$ cat src/rtl/scan_decoder.sv
// scan_decoder: binary-to-one-hot decoder with a prescaled scan engine.
//
// Ports
//   clk      sole clock, rising edge
//   reset_n  asynchronous active-low reset
//   en       enable; 0 blanks bcode and freezes idx/prescaler
//   mode     00 direct, 01 scan-up, 10 scan-down, 11 hold
//   in       binary select used in direct mode
//   bcode    registered one-hot decode of idx (all-zero when disabled)
//   idx      registered current binary index
//   wrap     registered one-cycle pulse on scan wrap-around
//
// Parameters
//   N         select width (1..6), bcode is 2**N wide
//   SCAN_DIV  clock cycles per scan step (1..65535)
module scan_decoder #(
  parameter int N        = 3,
  parameter int SCAN_DIV = 4
) (
  input  logic              clk,
  input  logic              reset_n,
  input  logic              en,
  input  logic [1:0]        mode,
  input  logic [N-1:0]      in,
  output logic [2**N-1:0]   bcode,
  output logic [N-1:0]      idx,
  output logic              wrap
);

  localparam int W  = 2**N;
  localparam int PW = (SCAN_DIV > 1) ? $clog2(SCAN_DIV) : 1;

  localparam logic [PW-1:0] PRE_MAX = PW'(SCAN_DIV - 1);
  localparam logic [N-1:0]  IDX_MAX = {N{1'b1}};

  localparam logic [1:0] M_DIRECT = 2'b00;
  localparam logic [1:0] M_UP     = 2'b01;
  localparam logic [1:0] M_DOWN   = 2'b10;
  localparam logic [1:0] M_HOLD   = 2'b11;

  logic [PW-1:0] pre, npre;
  logic [1:0]    mode_q;
  logic [N-1:0]  nidx;
  logic          nwrap;
  logic          mode_chg;

  assign mode_chg = (mode != mode_q);

  always_comb begin
    nidx  = idx;
    npre  = pre;
    nwrap = 1'b0;
    if (en) begin
      case (mode)
        M_DIRECT: begin
          nidx = in;
          npre = '0;
        end
        M_UP, M_DOWN: begin
          // A mode switch restarts the prescaler and suppresses the step.
          if (mode_chg) begin
            npre = '0;
          end else if (pre == PRE_MAX) begin
            npre = '0;
            if (mode == M_UP) begin
              nidx  = idx + 1'b1;
              nwrap = (idx == IDX_MAX);
            end else begin
              nidx  = idx - 1'b1;
              nwrap = (idx == '0);
            end
          end else begin
            npre = pre + 1'b1;
          end
        end
        M_HOLD: begin
          if (mode_chg) npre = '0;
        end
        default: ;
      endcase
    end
  end

  // mode_q tracks mode every cycle, so a mode change made while disabled
  // is not seen as a switch on re-enable; the frozen count resumes.
  always_ff @(posedge clk or negedge reset_n) begin
    if (!reset_n) begin
      idx    <= '0;
      pre    <= '0;
      mode_q <= M_DIRECT;
      bcode  <= '0;
      wrap   <= 1'b0;
    end else begin
      idx    <= nidx;
      pre    <= npre;
      mode_q <= mode;
      bcode  <= en ? (W'(1) << nidx) : '0;
      wrap   <= nwrap;
    end
  end

endmodule

$ cat config.mk
export PLATFORM = sky130hd
export DESIGN_NAME = scan_decoder
export DESIGN_NICKNAME = d
export VERILOG_FILES = /design/src/rtl/scan_decoder.sv
export SDC_FILE = /design/constraint.sdc
export NUM_CORES = 1
export LEC_CHECK = 0
export BUFFER_PORTS_ARGS = -buffer_cell sky130_fd_sc_hd__buf_2
export CAP_MARGIN = 20
export CORE_UTILIZATION = 56
export CTS_BUF_LIST = sky130_fd_sc_hd__clkbuf_16
export DETAILED_ROUTE_END_ITERATION = 6
export PLACE_DENSITY = 0.9
export SLEW_MARGIN = 0
export SYNTH_ARGS = -nofsm -noshare
export SYNTH_HDL_FRONTEND = slang
export SYNTH_SLANG_ARGS = --single-unit
$ cat constraint.sdc
create_clock -name clk -period 5.75 [get_ports clk]
set_clock_uncertainty 0.05 [all_clocks]
set_input_delay 1.4375 -clock clk [delete_from_list [all_inputs] [get_ports clk]]
set_output_delay 1.4375 -clock clk [all_outputs]
set_load 0.01 [all_outputs]
* After elaboration in Yosys (flattened, before gate mapping)
Index checks and enable logic that the tools add are counted.
** Storage, ports and cells
- Register bits :: 16
- Input port bits :: 8
- Logic and storage cells :: 35
** Operators by class
- Add/sub/neg operators :: 3
- Equal/unequal tests :: 7
- Shift operators :: 1
- Multiplexer cells :: 15
- Reduce and logical (&&, ||, !) cells :: 4
** Operators with widths (number)
- 2-to-1 mux 3 bit :: 4
- 2-to-1 mux 8 bit :: 1
- << shifter 1 x 3 -> 8 bit, first input constant :: 1
- equality test 2 bit, second input constant :: 3
- 2-to-1 mux 2 bit :: 3
- one-hot mux 2 bit (3 select lines) :: 1
- one-hot mux 3 bit (2 select lines) :: 1
- 2-to-1 mux 1 bit :: 5
- adder 3 x 1 -> 3 bit, second input constant :: 1
- equality test 3 bit, second input constant :: 1
- zero test 3 bit :: 1
- subtractor 3 x 1 -> 3 bit, second input constant :: 1
- adder 2 x 1 -> 2 bit, second input constant :: 1
- equality test 2 x 1 -> 1 bit, second input constant :: 1
- zero test 2 bit :: 1
- inequality test 2 bit :: 1
- inequality test 2 bit, second input constant :: 1
- AND reduction 2 bit :: 1
- OR reduction 2 bit :: 1

* Logic depth before layout (Yosys ltp)
- Word-level depth :: 8
- Depth in mapped cells :: 8
- Mapped depth without buffers :: 8

* Worst setup path before layout
No wires, ideal clock.
- Path kind :: input to register
- Start :: in mode[1]
- End :: reg bcode[2]
- Setup time :: 0.069 ns
- Arrival time :: 2.904 ns
- Slack :: 2.727 ns
- Cell stages on the path :: 8
- Cell sequence :: inv_1 -> ha_1 -> fa_1 -> xor2_1 -> and4_2 -> a211oi_4 -> nand2b_1 -> nor2b_2
** Between the ends
- Longest elaborated chain between the ends :: 8
- Elaborated cells between the ends (all ways) :: 12
- Classes of those cells :: 3 x eq/ne; 1 x shift; 6 x mux; 2 x reduce/logical
** Ends and longest elaborated chain
- start: declaration :: line 23 : input logic [1:0] mode,
- equality test 2 x 1 -> 1 bit :: line 54, 65
- 2-to-1 mux 3 bit :: line 65 : if (mode == M_UP) begin
- 2-to-1 mux 3 bit :: line 63 : end else if (pre == PRE_MAX) begin
- 2-to-1 mux 3 bit :: line 61 : if (mode_chg) begin
- one-hot mux 3 bit (2 select lines) * :: line 54 : case (mode)
- 2-to-1 mux 3 bit * :: line 53 : if (en) begin
- << shifter 1 x 3 -> 8 bit * :: line 97 : bcode <= en ? (W'(1) << nidx) : '0;
- 2-to-1 mux 8 bit * :: line 97
- end signal: assignment :: line 97
- end: declaration :: line 25 : output logic [2**N-1:0] bcode,
Every way passes the cells marked *; elsewhere a longest branch is shown, timed or not.
A chain may end at the register's enable or synchronous reset.

* Worst setup path after layout
- Start :: in mode[1]
- End :: reg bcode[7]
Same word-level chain as after synthesis.

==> results.yml <==
run_status:
  status: "finished, final reports clean"
detailed_routing:
  drc: 0
  routed-via-count: 771
  ant_nets: 0
  viasPerCell: 6.119
  drtIter0Drc: 20
  dr.pass1.iters: 4
  wl_per_cell_um: 17.12
  wirelength_um: 2157
final_layout:
  antennaDiodeCount: 0
  layout_common_cells: "19 x buf_2, 16 x dfrtp_1, 15 x nand2_1"
  regArea_um2: 400.4
  drive_above_1_share_pct: 33.64
  final_common_cell: "buf_2"
  area_delta_synth_final_pct: 19.39
  nets: 124
  fillers: 96
  multi_input_area_um2: 515.5
yosys:
  netlist_instances: 89
  async_flop_share_pct: 100.0
  synth_nets: 102
  syn_area_per_cell_um2: 10.66
  synth-seq-area-share_pct: 42.22
  synth_area_um2: 948.4
  synth_edf_count: 0
  synth_seq_cells: 16
  yosys.cell_types.count: 33
  synthFlopType: "dfrtp_1"
  yosysWarnings: 0
clock_network:
  cts_buffers: 3
  cts-htree-levels: 1
  clock_latency_ns: 0.25
  cts_setup_buffers: 0
  cts-root-buf: "clkbuf_16"
  cts_sinks: 16
  cts_tree: "built"
  clockBufferDepth: 2
  cts-hold-fix-buffers: 0
  postCtsResizedCells: 0
  clk_pin_slew_worst_paths_ns: 0.05
global_route:
  grt_pass1_wl_um: 3657
  grt_pass1_vias: 770
  grt_max_degree: 17
  grt-ovfl-total: 0
  gr-usage-all-layers_pct: 27.26
  grt_antenna_before_repair: 0
sta:
  fin_crit_sh_pct: 55.85
  layout_min_cycle_time_ns: 3.212
  worst_pin_slew_ns: 0.4513
  fmax_mhz: 311.4
  slew_violations: 0
  slew_headroom_pct: 69.78
  hold_viol_final: 0
  setup_viol: 0
  finalSetupTns_ns: 0
  rsz0062_at_grt: "false"
floorplanning:
  rows: 14
  die_h_um: 43.16
  dieArea_um2: 1862
  coreArea_um2: 1541
  initial_utilization_pct: 61.53
  num_io_pins: 20
  die_w_um: 43.16
power:
  ir_drop_mv: 0.2118
  p_leak_nw: 0.5376
  power_mw: 0.3793
  p_per_area_nw_per_um2: 335.0
critical_path:
  worstPathArrival_ns: 3.28
  cp-start-kind: "input port"
  cp.required_ns: 5.81
  worst-setup-path-type: "input port to register"
  worst_setup_path_end_kind: "register"
  path_max_fanout: 4
placement:
  dp_hpwl_um: 1456
  place.gp.congestion: 0.9468
  port_buffers: 19
hold_path:
  hp-class: "register to register"
run:
  drv_cap: 0
layer usage:
layer  global-route usage [%]  up-vias  part of all wire (%)
met5                        0        -                     0
met4                    14.55        0                   3.2
met3                    4.255        9                   6.6
met2                    44.48       33                    50
met1                    34.35      368                    40
li1                         -      361                     -
path summary, 6_finish.rpt:
path | end | slack [ns] | start | cells past startpoint
worst max-delay path | bcode[7]$_DFF_PN0_ | 2.54 | mode[1] | 8
worst min-delay path | pre[0]$_DFFE_PN0P_ | 0.46 | pre[0]$_DFFE_PN0P_ | 2
worst max register to register | bcode[7]$_DFF_PN0_ | 3.63 | idx[0]$_DFF_PN0_ | 6
worst min register to register | pre[0]$_DFFE_PN0P_ | 0.46 | pre[0]$_DFFE_PN0P_ | 2
max in group asynchronous | bcode[3]$_DFF_PN0_ | 4.35 | reset_n | 1
min in group asynchronous | pre[1]$_DFFE_PN0P_ | 1.04 | reset_n | 1
logic make-up after synthesis:
group           synth area share, %
compound gates                15.30
flops                         42.22
buf+inv                       3.429
xor+xnor                      4.354
simple gates                  24.94
fa+ha+maj                     7.388
mux                           2.375
registers in the layout, summed over array words and instances, names as in the netlist:
register,flops
wrap,1
pre,2
mode_q,2
bcode,8
idx,3
worst max-delay path, cell delays in order:
cell,delay (ns)
buf_2,0.14
inv_1,0.07
ha_1,0.24
fa_1,0.39
xor2_1,0.26
nand4_1,0.18
o211ai_1,0.44
nor2_1,0.11
Yosys cell counts (2+ instances only):
master / number / share of area (%)
a21oi_1: 2 / 1.1
dfrtp_1: 16 / 42
ha_1: 4 / 5.3
inv_1: 6 / 2.4
mux2_2: 2 / 2.4
nand2_1: 15 / 5.9
nand4_1: 3 / 2.0
nor2_1: 4 / 1.6
nor3_1: 2 / 1.1
nor3b_2: 3 / 4.0
nor4bb_1: 2 / 2.1
o211ai_1: 4 / 3.2
o211ai_4: 2 / 4.5
o21ai_0: 4 / 2.1
xnor2_2: 2 / 3.4
final cells by class:
| class | instances | area share, % |
|---|---|---|
| multi-input cells | 65 | 45.52 |
| flip-flops and latches | 16 | 35.36 |
| repair buffers | 19 | 8.398 |
| clock buffers | 3 | 6.630 |
| inverters | 6 | 1.989 |
| well taps | 16 | 1.768 |
| clock inverters | 1 | 0.3315 |
power breakdown:
group	internal, mW	total (mW)	switching [mW]
registers	0.126	0.138	0.0126
clock network	0.0924	0.139	0.0462
logic	0.0410	0.103	0.0615
total	0.259	0.379	0.120
metrics by stage:
step | utilization, % | instances | worst slack [ns] | hold slack, ns | cell area (µm²)
after detailed placement | 68.34 | 122 | 2.333 | 0.4469 | 1054
after CTS | 73.46 | 126 | 2.561 | 0.4623 | 1132
after global placement | 68.34 | 122 | 2.426 | 0.4397 | 1054
after floorplan | - | 89 | 2.727 | 0.4164 | 948.4
final | 73.46 | 126 | 2.538 | 0.4593 | 1132
after global routing | 73.46 | 126 | 2.316 | 0.5043 | 1132
No activity file was read; power rests on OpenSTA's default activity.
